File: src/rtl/instr_fetch_unit.sv
// Instruction fetch stage: pc, one output slot, one skid entry,
// and a FETCH/DROP/IDLE request FSM toward instruction memory.
module instr_fetch_unit #(
  parameter logic [31:0] RESET_PC = 32'h0000_0000
) (
  input  logic        clk,
  input  logic        reset,
  output logic        imem_req,
  output logic [31:0] imem_addr,
  input  logic        imem_ack,
  input  logic [31:0] imem_rdata,
  input  logic        stall,
  input  logic        redirect,
  input  logic [31:0] redirect_pc,
  output logic [31:0] instr,
  output logic [31:0] instr_add_4,
  output logic        instr_valid
);

  typedef struct packed {
    logic [31:0] instr;
    logic [31:0] add4;
    logic        valid;
  } entry_t;

  typedef enum logic [1:0] {
    FETCH,
    DROP,
    IDLE
  } state_t;

  state_t      state;
  logic [31:0] pc;
  entry_t      slot;
  entry_t      skid;
  entry_t      slot_n;
  entry_t      skid_n;
  logic        take;
  logic [31:0] pc_add;
  logic [31:0] tgt;

  assign pc_add = pc + 32'd4;
  assign tgt    = {redirect_pc[31:2], 2'b00};
  assign take   = (state == FETCH) && imem_req && imem_ack;

  // Empty entries hold all-zero so the slot doubles as the nop output.
  always_comb begin
    slot_n = slot;
    skid_n = skid;
    if (!stall) begin
      slot_n = skid;
      skid_n = '0;
    end
    if (take) begin
      if (!slot_n.valid) begin
        slot_n = '{instr: imem_rdata, add4: pc_add, valid: 1'b1};
      end else begin
        skid_n = '{instr: imem_rdata, add4: pc_add, valid: 1'b1};
      end
    end
  end

  always_ff @(posedge clk) begin
    if (reset) begin
      state     <= FETCH;
      pc        <= RESET_PC;
      imem_req  <= 1'b0;
      imem_addr <= RESET_PC;
      slot      <= '0;
      skid      <= '0;
    end else if (redirect) begin
      slot <= '0;
      skid <= '0;
      pc   <= tgt;
      // An unacked request must finish before the new target goes out.
      if (imem_req && !imem_ack) begin
        state <= DROP;
      end else begin
        state     <= FETCH;
        imem_req  <= 1'b1;
        imem_addr <= tgt;
      end
    end else begin
      slot <= slot_n;
      skid <= skid_n;
      unique case (state)
        FETCH: begin
          if (!imem_req) begin
            imem_req  <= 1'b1;
            imem_addr <= pc;
          end else if (imem_ack) begin
            pc <= pc_add;
            if (skid_n.valid) begin
              state    <= IDLE;
              imem_req <= 1'b0;
            end else begin
              imem_addr <= pc_add;
            end
          end
        end
        DROP: begin
          if (imem_ack) begin
            state     <= FETCH;
            imem_addr <= pc;
          end
        end
        IDLE: begin
          if (!skid_n.valid) begin
            state     <= FETCH;
            imem_req  <= 1'b1;
            imem_addr <= pc;
          end
        end
        default: state <= FETCH;
      endcase
    end
  end

  assign instr       = slot.instr;
  assign instr_add_4 = slot.add4;
  assign instr_valid = slot.valid;

endmodule

File: config.mk
export PLATFORM = sky130hd
export DESIGN_NAME = instr_fetch_unit
export DESIGN_NICKNAME = d
export VERILOG_FILES = /design/src/rtl/instr_fetch_unit.sv
export SDC_FILE = /design/constraint.sdc
export NUM_CORES = 1
export LEC_CHECK = 0
export ABC_AREA = 1
export CAP_MARGIN = 20
export CORE_ASPECT_RATIO = 1.2
export CORE_MARGIN = 10
export CORE_UTILIZATION = 48
export CTS_BUF_LIST = sky130_fd_sc_hd__clkbuf_16
export CTS_CLUSTER_SIZE = 30
export DETAILED_ROUTE_END_ITERATION = 10
export PLACE_DENSITY = 0.81
export SYNTH_ARGS = -nofsm -noshare
export SYNTH_HDL_FRONTEND = slang
export SYNTH_SLANG_ARGS = --single-unit
File: constraint.sdc
create_clock -name clk -period 1.9 [get_ports clk]
set_clock_uncertainty 0.2 [all_clocks]
set_input_delay 0.38 -clock clk [delete_from_list [all_inputs] [get_ports clk]]
set_output_delay 0.38 -clock clk [all_outputs]
set_load 0.005 [all_outputs]
==> run summary, run 1 <==
Critical Path, Cell by Cell - inv_2 -> ha_4 -> inv_4 -> nor2_4 -> inv_4 -> nor2_4 -> clkinv_4 -> buf_16 -> a311oi_2
Post-synth EDFFs - 0
leading area contributor after synthesis - dfxtp_1
reg-to-reg startpoint - state[1]$_SDFFE_PP0P_
non-filler cells, final - 1882
Die Y - 173 microns
First-pass DRT Iterations - 5
Synth Area in Adders - 0.00532
sequential fraction of the synthesis area - 0.411
most common cell after layout, fill and taps aside - nand2_1
Mapped Area - 0.00941 sq mm
TritonCTS clock tree - built
Post-synth top flop - dfxtp_1
Max Cap Viol - 0
Critical Path RT - 2.04 ns
Placer Congestion - 0.911
Worst R2R Setup Slack - -0.08 ns
RSZ-0062 raised after global routing - true
clk sinks - 193
H-tree depth - 4
IO Port Bufs - 162
Tmin final - 1.98 ns
post-detail-place hpwl - 20400 microns
CP Class - register to register
total grt overflow - 0
VDD IR max - 0.668 mV
CP delay by family, top - buffers and inverters
setup ws final - -0.0834 ns
complex-gate fraction of the synthesized area - 0.219
IO Pins - 167
Vias - 10300
Yosys Warn Count - 0
top post-synthesis cells by area - dfxtp_1 41%, nand2_1 15%, a21oi_1 8.0%
Layout Nets - 1681
post-synth top area share - 0.411
WP buf/inv - 5
clock transition at the registers of the reported paths - 0.08 ns
final worst-path cycle share - 1.04
largest fanout on the critical path - 22
Slew Limit Fails - 0
worst skew pair latency - 0.44 ns
vias in the first global route - 9360
Pwr Density - 760 mW/mm^2
cells after synthesis - 1408
commonest non-fill, non-tap cells in the layout - 351 x nand2_1, 160 x dfxtp_1, 133 x nor2_1
P&R area growth vs syn - 44.3%
DP Cell Count - 1828
largest net degree at the start of global routing - 69
Tightest Hold Check Type - primary input to register
die width - 148 microns
Hold Path Origin - stall
Setup crit end kind - register
Worst path max stage delay - 0.34 ns
Final Hold Vio Count - 0
xor-xnor portion of the synthesized cell area - 0.00465
routed length per instance - 16.9 microns
Static Leak - 6.48 nW
#FFs+latches synth - 193
Detailed Route WL - 31900 microns
die area - 0.0256 sq mm
remaining antenna violation count - 0
source of the critical timing path - state[1]$_SDFFE_PP0P_
largest family of logic cells by synthesized area - simple AND/OR/NAND/NOR gates
f_max - 0.504 GHz
Num CTS Buffers - 17
# setup viols final - 37
Total GRT Usage - 0.218
Synth Area in Simple Gates - 0.257
DR vias/cell - 5.45
Worst Path Arrival - 2.13 ns
Antenna Cells - 0
register area - 0.00391 sq mm
Root Buffer - clkbuf_16
FILL cells - 1573
first-pass GRT wire length - 46800 microns
asr flop ratio synth - 0
mux share of post-synthesis cell area - 0
Max Root-Sink Buffers - 2
initial detailed-routing violation count - 897
initial core utilization - 0.485
# hold bufs at CTS - 0
core box area - 0.0194 sq mm
initial antenna violation count - 1
share of cells above drive strength 1 - 0.211
row count - 56
worst hold margin - 0.126 ns
status - finished with violations
failing checks - setup timing
Startpoint Class - register
DRC viols - 0
area occupied by multi-input gates - 0.00518 sq mm
synth unique cells - 37
Critical Path Slowest Stage Cell - dfxtp_2
Avg Inst Size Synth - 6.68 sq um
==> stage by stage <==
stage          worst slack (ns)  TNS, ns   util  power (mW)  cell area, sq um
2_1_floorplan            0.0316        0      -        5.36              9410
3_5_place_dp             -0.368   -49.04  0.610        6.25             11800
5_1_grt                  -0.140    -5.67  0.700        10.7             13600
6_report                -0.0834   -0.815  0.700        10.3             13600
4_1_cts               0.0000252        0  0.649        9.99             12600
3_3_place_gp             -0.293   -44.38  0.610        6.23             11800
==> worst paths after layout <==
path,endpoint,cells after the start
setup / recovery,instr[22]$_SDFF_PP0_,9
hold / removal,instr_valid$_SDFF_PP0_,4
hold reg to reg,skid[2]$_SDFF_PP0_,2
setup reg to reg,instr[22]$_SDFF_PP0_,9
==> cell usage after synthesis (all sizes together), types with 2 or more instances <==
| library cell | instances |
|---|---|
| a211oi | 5 |
| a311oi | 18 |
| nor3 | 14 |
| nand2 | 388 |
| a21oi | 151 |
| nand3 | 34 |
| dfxtp | 193 |
| ha | 4 |
| a221oi | 2 |
| a2111oi | 2 |
| clkbuf | 48 |
| o31ai | 2 |
| buf | 46 |
| nand4 | 2 |
| xnor2 | 2 |
| o21ai | 141 |
| nor4 | 2 |
| o21bai | 9 |
| nor2 | 163 |
| inv | 132 |
| a31oi | 44 |
| xor2 | 3 |
==> flip-flops by register name, summed over array words and instances, names as in the netlist <==
| register | count |
|---|---|
| instr_add_4 | 32 |
| instr_valid | 1 |
| imem_addr | 30 |
| pc | 30 |
| imem_req | 1 |
| state | 2 |
| skid | 65 |
| instr | 32 |
==> where the power goes <==
part,total [mW],leakage (nW),switching (mW),internal (mW)
Clock,3.75,0.298,1.83,1.91
Sequential,4.38,1.58,0.136,4.24
Combinational,2.20,4.60,1.16,1.04
Total,10.3,6.48,3.13,7.19
==> per-layer routing <==
layer	share of wire	vias to the layer above	global-route usage
met5	0	-	0
met4	0.023	0	0.0695
met3	0.064	56	0.0413
met2	0.49	403	0.362
met1	0.42	4790	0.279
li1	-	5006	-
==> worst min-delay path: stages <==
cell and delay, ns:
buf_4 0.14, inv_4 0.05, nand2_2 0.06, a31oi_1 0.08
==> logic make-up (layout without fill, tap and decap cells) <==
kind of cell | Yosys count | after routing
buffers and inverters | 226 | 438
adders and majority gates | 4 | 4
and+or+nand+nor | 604 | 604
DFF | 193 | 193
AOI/OAI and AO/OA | 375 | 375
other | 1 | 2
xor gates and xnor gates | 5 | 5
==> cell type report <==
| class | instances | area share |
|---|---|---|
| repair buffers | 274 | 0.223 |
| clock buffers | 17 | 0.0313 |
| well taps | 261 | 0.0241 |
| inverters | 132 | 0.0379 |
| flip-flops and latches | 193 | 0.288 |
| clock inverters | 15 | 0.0141 |
| multi-input cells | 990 | 0.382 |
==> what timing repair did <==
item,4_1_cts,5_1_grt
setup endpoints to repair,106,190
cloned,1,10
resized for setup,66,291
pin swaps,4,51
setup buffers,3,9
(Power assumes the default switching activity.)
==> run 2: changes to the inputs <==
==> constraint.sdc (replaced) <==
create_clock -name clk -period 1.9 [get_ports clk]
set_clock_uncertainty 0.2 [all_clocks]
set_input_delay 0.285 -clock clk [delete_from_list [all_inputs] [get_ports clk]]
set_output_delay 0.285 -clock clk [all_outputs]
set_load 0.005 [all_outputs]
==> run summary, run 2 (synthesis gave the netlist of run 1 again) <==
routed length per instance - 16.0 microns (-5.6%)
Final Hold Vio Count - 0 (unchanged)
final worst-path cycle share - 1.00 (-0.0414)
clk sinks - 193 (unchanged)
Root Buffer - clkbuf_16
CP Class - register to register
failing checks - setup timing
met3 usage - 0.0525 (+0.0112)
DR vias/cell - 5.33 (-2.2%)
total grt overflow - 0 (unchanged)
Die Y - 173 microns (unchanged)
share of cells above drive strength 1 - 0.159 (-0.0516)
Worst Path Arrival - 2.04 ns (-0.09 ns)
largest net degree at the start of global routing - 125 (+81%)
Pwr Density - 776 mW/mm^2 (+2.1%)
Setup crit end kind - register
Antenna Cells - 0 (unchanged)
Num CTS Buffers - 17 (unchanged)
commonest non-fill, non-tap cells in the layout - 363 x nand2_1, 181 x dfxtp_1, 160 x clkdlybuf4s50_1
Detailed Route WL - 29900 microns (-6.0%)
met2 Track Usage GR - 0.362 (unchanged)
final core occ - 0.669 (-0.0308)
f_max - 0.525 GHz (+4.1%)
Startpoint Class - register
die area - 0.0256 sq mm (unchanged)
TritonCTS clock tree - built
initial core utilization - 0.485 (unchanged)
Placer Congestion - 0.903 (-0.92%)
row count - 56 (unchanged)
RSZ-0062 raised after global routing - true
Area after DPL - 0.0118 sq mm (about the same)
Tightest Hold Check Type - primary input to register
Worst-Margin Slew - 0.528 ns
# setup viols final - 1 (-97%)
reg-to-reg startpoint - state[0]$_SDFFE_PP0P_
IO Port Bufs - 162 (unchanged)
Critical Path RT - 2.04 ns (about the same)
most common cell after layout, fill and taps aside - nand2_1
remaining antenna violation count - 0 (unchanged)
initial detailed-routing violation count - 945 (+5.4%)
Slew Limit Fails - 0 (unchanged)
met1 Track Usage GR - 0.278 (-0.000841)
clock transition at the registers of the reported paths - 0.08 ns (about the same)
setup ws final - -0.00480 ns (+0.0786 ns)
core box area - 0.0194 sq mm (unchanged)
post-detail-place hpwl - 20400 microns (+0.32%)
Vias - 9983 (-2.7%)
worst skew pair latency - 0.44 ns (about the same)
setup TNS - -0.00480 ns (+0.810 ns)
Tmin final - 1.90 ns (-0.0786 ns)
DRC viols - 0 (unchanged)
Critical Path End - instr_add_4[6]$_SDFF_PP0_
DP Cell Count - 1831 (+0.16%)
Worst R2R Setup Slack - -0.005 ns (+0.08 ns)
Total GRT Usage - 0.220 (+0.00203)
VDD IR max - 0.688 mV (+2.9%)
Max Root-Sink Buffers - 2 (unchanged)
First-pass DRT Iterations - 6 (+1)
Max Cap Viol - 0 (unchanged)
non-filler cells, final - 1873 (-0.48%)
IO Pins - 167 (unchanged)
source of the critical timing path - state[0]$_SDFFE_PP0P_
Static Leak - 5.34 nW (-18%)
Top Usage Layer GRT - met2
P&R area growth vs syn - 37.9%
status - finished with violations
Reg2Reg Depth - 10 (+1)
Rel. slew slack - 0.648
worst hold margin - 0.0340 ns (-0.0919 ns)
post-route cell area - 0.0130 sq mm (-4.4%)
H-tree depth - 4 (unchanged)
initial antenna violation count - 0 (-1)
Layout Nets - 1672 (-0.54%)
FF-to-FF End - instr_add_4[6]$_SDFF_PP0_
max FFs per register - 65 (unchanged)
Largest Register - skid
die width - 148 microns (unchanged)
vias in the first global route - 9373 (+0.14%)
largest fanout on the critical path - 8 (-64%)
first-pass GRT wire length - 47100 microns (+0.56%)
==> run 2: how the worst min path moves through the flow <==
stage,from,to,slack [ns],depth (start not counted)
after global placement,skid[2]$_SDFF_PP0_,skid[2]$_SDFF_PP0_,0.23,2
after global routing,stall,instr_valid$_SDFF_PP0_,0.03,3
after CTS,stall,instr_valid$_SDFF_PP0_,0.02,3
after floorplan,skid[1]$_SDFF_PP0_,skid[1]$_SDFF_PP0_,0.22,2
final,stall,instr_valid$_SDFF_PP0_,0.03,3
after detailed placement,skid[2]$_SDFF_PP0_,skid[2]$_SDFF_PP0_,0.24,2
==> run 2: per-stage QoR <==
step / power (mW) / worst slack, ns
after floorplan: 5.36 / 0.0316
after global placement: 6.23 / -0.176
after detailed placement: 6.26 / -0.254
after CTS: 9.98 / 0.0000486
after global routing: 10.5 / -0.0700
final: 10.1 / -0.00480
==> run 2: area by class of cell <==
class | count | area [sq um]
clock inverter | 15 | 184
sequential | 193 | 3880
fill | 1667 | 6430
inverter | 132 | 512
clock buffer | 17 | 425
tap | 261 | 327
timing repair buffer | 265 | 2720
multi-input combinational | 990 | 4940
==> run 2: worst max-delay path, stage by stage (launching register included) <==
cell	delay (ns)
dfxtp_2	0.33
inv_2	0.08
ha_4	0.15
inv_4	0.04
nor2_4	0.13
inv_4	0.07
nor2_4	0.20
buf_12	0.14
clkbuf_16	0.15
a21oi_1	0.04
a221oi_1	0.26
==> run 2: routing by layer <==
metal,up-vias,share of wire
li1,4974,-
met1,4601,0.43
met2,363,0.48
met3,45,0.073
met4,0,0.018
met5,-,0
==> run 2: power breakdown <==
group / total (mW) / internal [mW] / switching [mW] / leakage [nW]
clock: 3.70 / 1.98 / 1.72 / 0.289
combinational: 2.00 / 0.966 / 1.04 / 3.47
sequential: 4.36 / 4.24 / 0.129 / 1.58
total: 10.1 / 7.19 / 2.88 / 5.34
==> run 2: timing repair <==
item / in CTS / in global routing
pin swaps: 7 / 29
hold buffers: 0 / 0
cloned: 1 / 2
endpoints found under the setup margin: 76 / 124
setup buffers: 1 / 6
resized for setup: 37 / 139
==> patch (config.mk and constraints of run 1) <==
Re-encode `state_t` (3 states) as one-hot, 3 bits wide.
--- a/src/rtl/instr_fetch_unit.sv
+++ b/src/rtl/instr_fetch_unit.sv
@@ -25,6 +25,6 @@
 
-  typedef enum logic [1:0] {
-    FETCH,
-    DROP,
-    IDLE
+  typedef enum logic [2:0] {
+    FETCH = 3'b001,
+    DROP  = 3'b010,
+    IDLE  = 3'b100
   } state_t;
Check against the original RTL: no difference found for any inputs over 4 cycles, from zero or initial values and one cycle with reset high; so few cycles prove little.
==> patch against run 1 <==
Sequential power decreased by 0.9%; critical endpoint is now imem_addr[28]; the flow still finishes with violations (setup timing); synthesized area increased by 1.2%; largest power group unchanged; total power decreased by 6.6%; routed wire length decreased by 2.3%; final area decreased by 0.74%; worst setup slack improved by 0.052 ns; first-iteration DRC count increased by 7.6%; sequential cell count increased by 1.
==> patch: results (changes against run 1) <==
Layout
- non-clock inverter count: 129, -2.3%
- multi-input gates: 1054, +6.5%
- number of fillers in the final layout: 1582, +0.57%
- number of non-clock buffers: 288, +5.1%
- share of final-layout standard cells stronger than drive strength 1: 18.0%, -3.1 points
- Seq cells: 194, +0.52%
- area used by multi-input combinational logic: 5270 um^2, +1.6%
- FF+latch area: 3930 um^2, +0.45%

Setup path
- path depth of the worst reg2reg path: 14, +5
- slowest stage cell, crit path: dfxtp_4
- maximum single-stage delay on the critical path: 0.37 ns, +0.03 ns
- destination of the critical timing path: imem_addr[28]
- worst-path fanout max: 5, -77%

Run status
- violations in the final reports: setup timing
- result of the run: complete, but fails checks

Routing
- vias: 10515, +2.5%
- final routed wirelength across all metal layers: 31.1 mm, -2.3%
- DR iter-0 viols: 965, +7.6%

Global route
- Tot GR Track Use: 22.4%, +0.60 points
- initial antenna violation count: 0, -1

Place
- DPL Wire Length: 21.4 mm, +5.4%

Pwr
- internal power: 6.85 mW, -4.7%
- leak pwr: 6.45 nW, -0.60%

Synthesis
- most area-consuming cells after synthesis: dfxtp_1 41%, nand2_1 18%, a21oi_1 6.5%
- xor/xnor share of the synthesized area: 0.0920%, -0.37 points
- Compound-Gate Fraction of Synth Area: 20.1%, -1.8 points
- synthesized-area fraction occupied by adder cells: 0.131%, -0.40 points
- sequential fraction of the synthesis area: 40.8%, -0.28 points
- top post-synthesis cells by count: 465 x nand2_1, 194 x dfxtp_1, 162 x nor2_1, 123 x a21oi_1, 121 x inv_1

STA
- Worst Slack Setup Final: -0.0309 ns, +0.0525 ns
- count of final setup violators: 3, -92%
- Total Neg Setup Slack: -0.0489 ns, +0.766 ns
- Worst Hold Margin: 0.117 ns, -0.00901 ns

-- patch: cell types whose count changed after synthesis, moves of 5 or more --
cell      delta
nand2_1     +84
nand3_1     +31
a21oi_1     -28
o21ai_0     -15
clkbuf_1    +14
nor3_1      -12
o21ai_1     -11
buf_6        -9
buf_2        -6
inv_1        -6
nor2_1       +6
nand4_1      +5
-- patch: tightest hold or removal path, stage by stage --
cell	delay [ns]
buf_4	0.12
inv_2	0.04
nand2_2	0.06
a31oi_1	0.09
-- patch: routing by layer --
| layer | vias up | global-route usage, % | share of wire (%) |
|---|---|---|---|
| met5 | - | 0 | 0 |
| met4 | 0 | 9.18 | 3.2 |
| met3 | 66 | 4.44 | 7.1 |
| met2 | 402 | 37.6 | 49 |
| met1 | 4836 | 27.3 | 41 |
| li1 | 5211 | - | - |
-- patch: power groups by stage --
stage	registers [mW]	clock network (mW)	logic, mW
global placement	4.42	0	1.56
global route	4.36	3.85	1.82
detailed placement	4.43	0	1.58
floorplan	4.42	0	0.773
finish	4.34	3.65	1.65
CTS	4.33	3.68	1.58
-- patch: timing repair --
item                       CTS  global route
setup buffers                1             3
resized for setup           60           210
setup endpoints to repair   93           153
gates cloned                 0             0
pin swaps                    1            29
hold buffers                 0             0
-- patch: stage by stage --
stage          setup slack (ns)  instances  utilization, %  total power, mW  area, um^2
5_1_grt                  -0.134       1958            68.9             10.0       13500
6_report                -0.0309       1958            68.9             9.64       13500
3_5_place_dp             -0.369       1924            62.6             6.01       12200
3_3_place_gp             -0.324       1924            62.6             5.98       12200
4_1_cts                 -0.0394       1957            65.9             9.60       12900
2_1_floorplan            0.0918       1468               -             5.20        9530
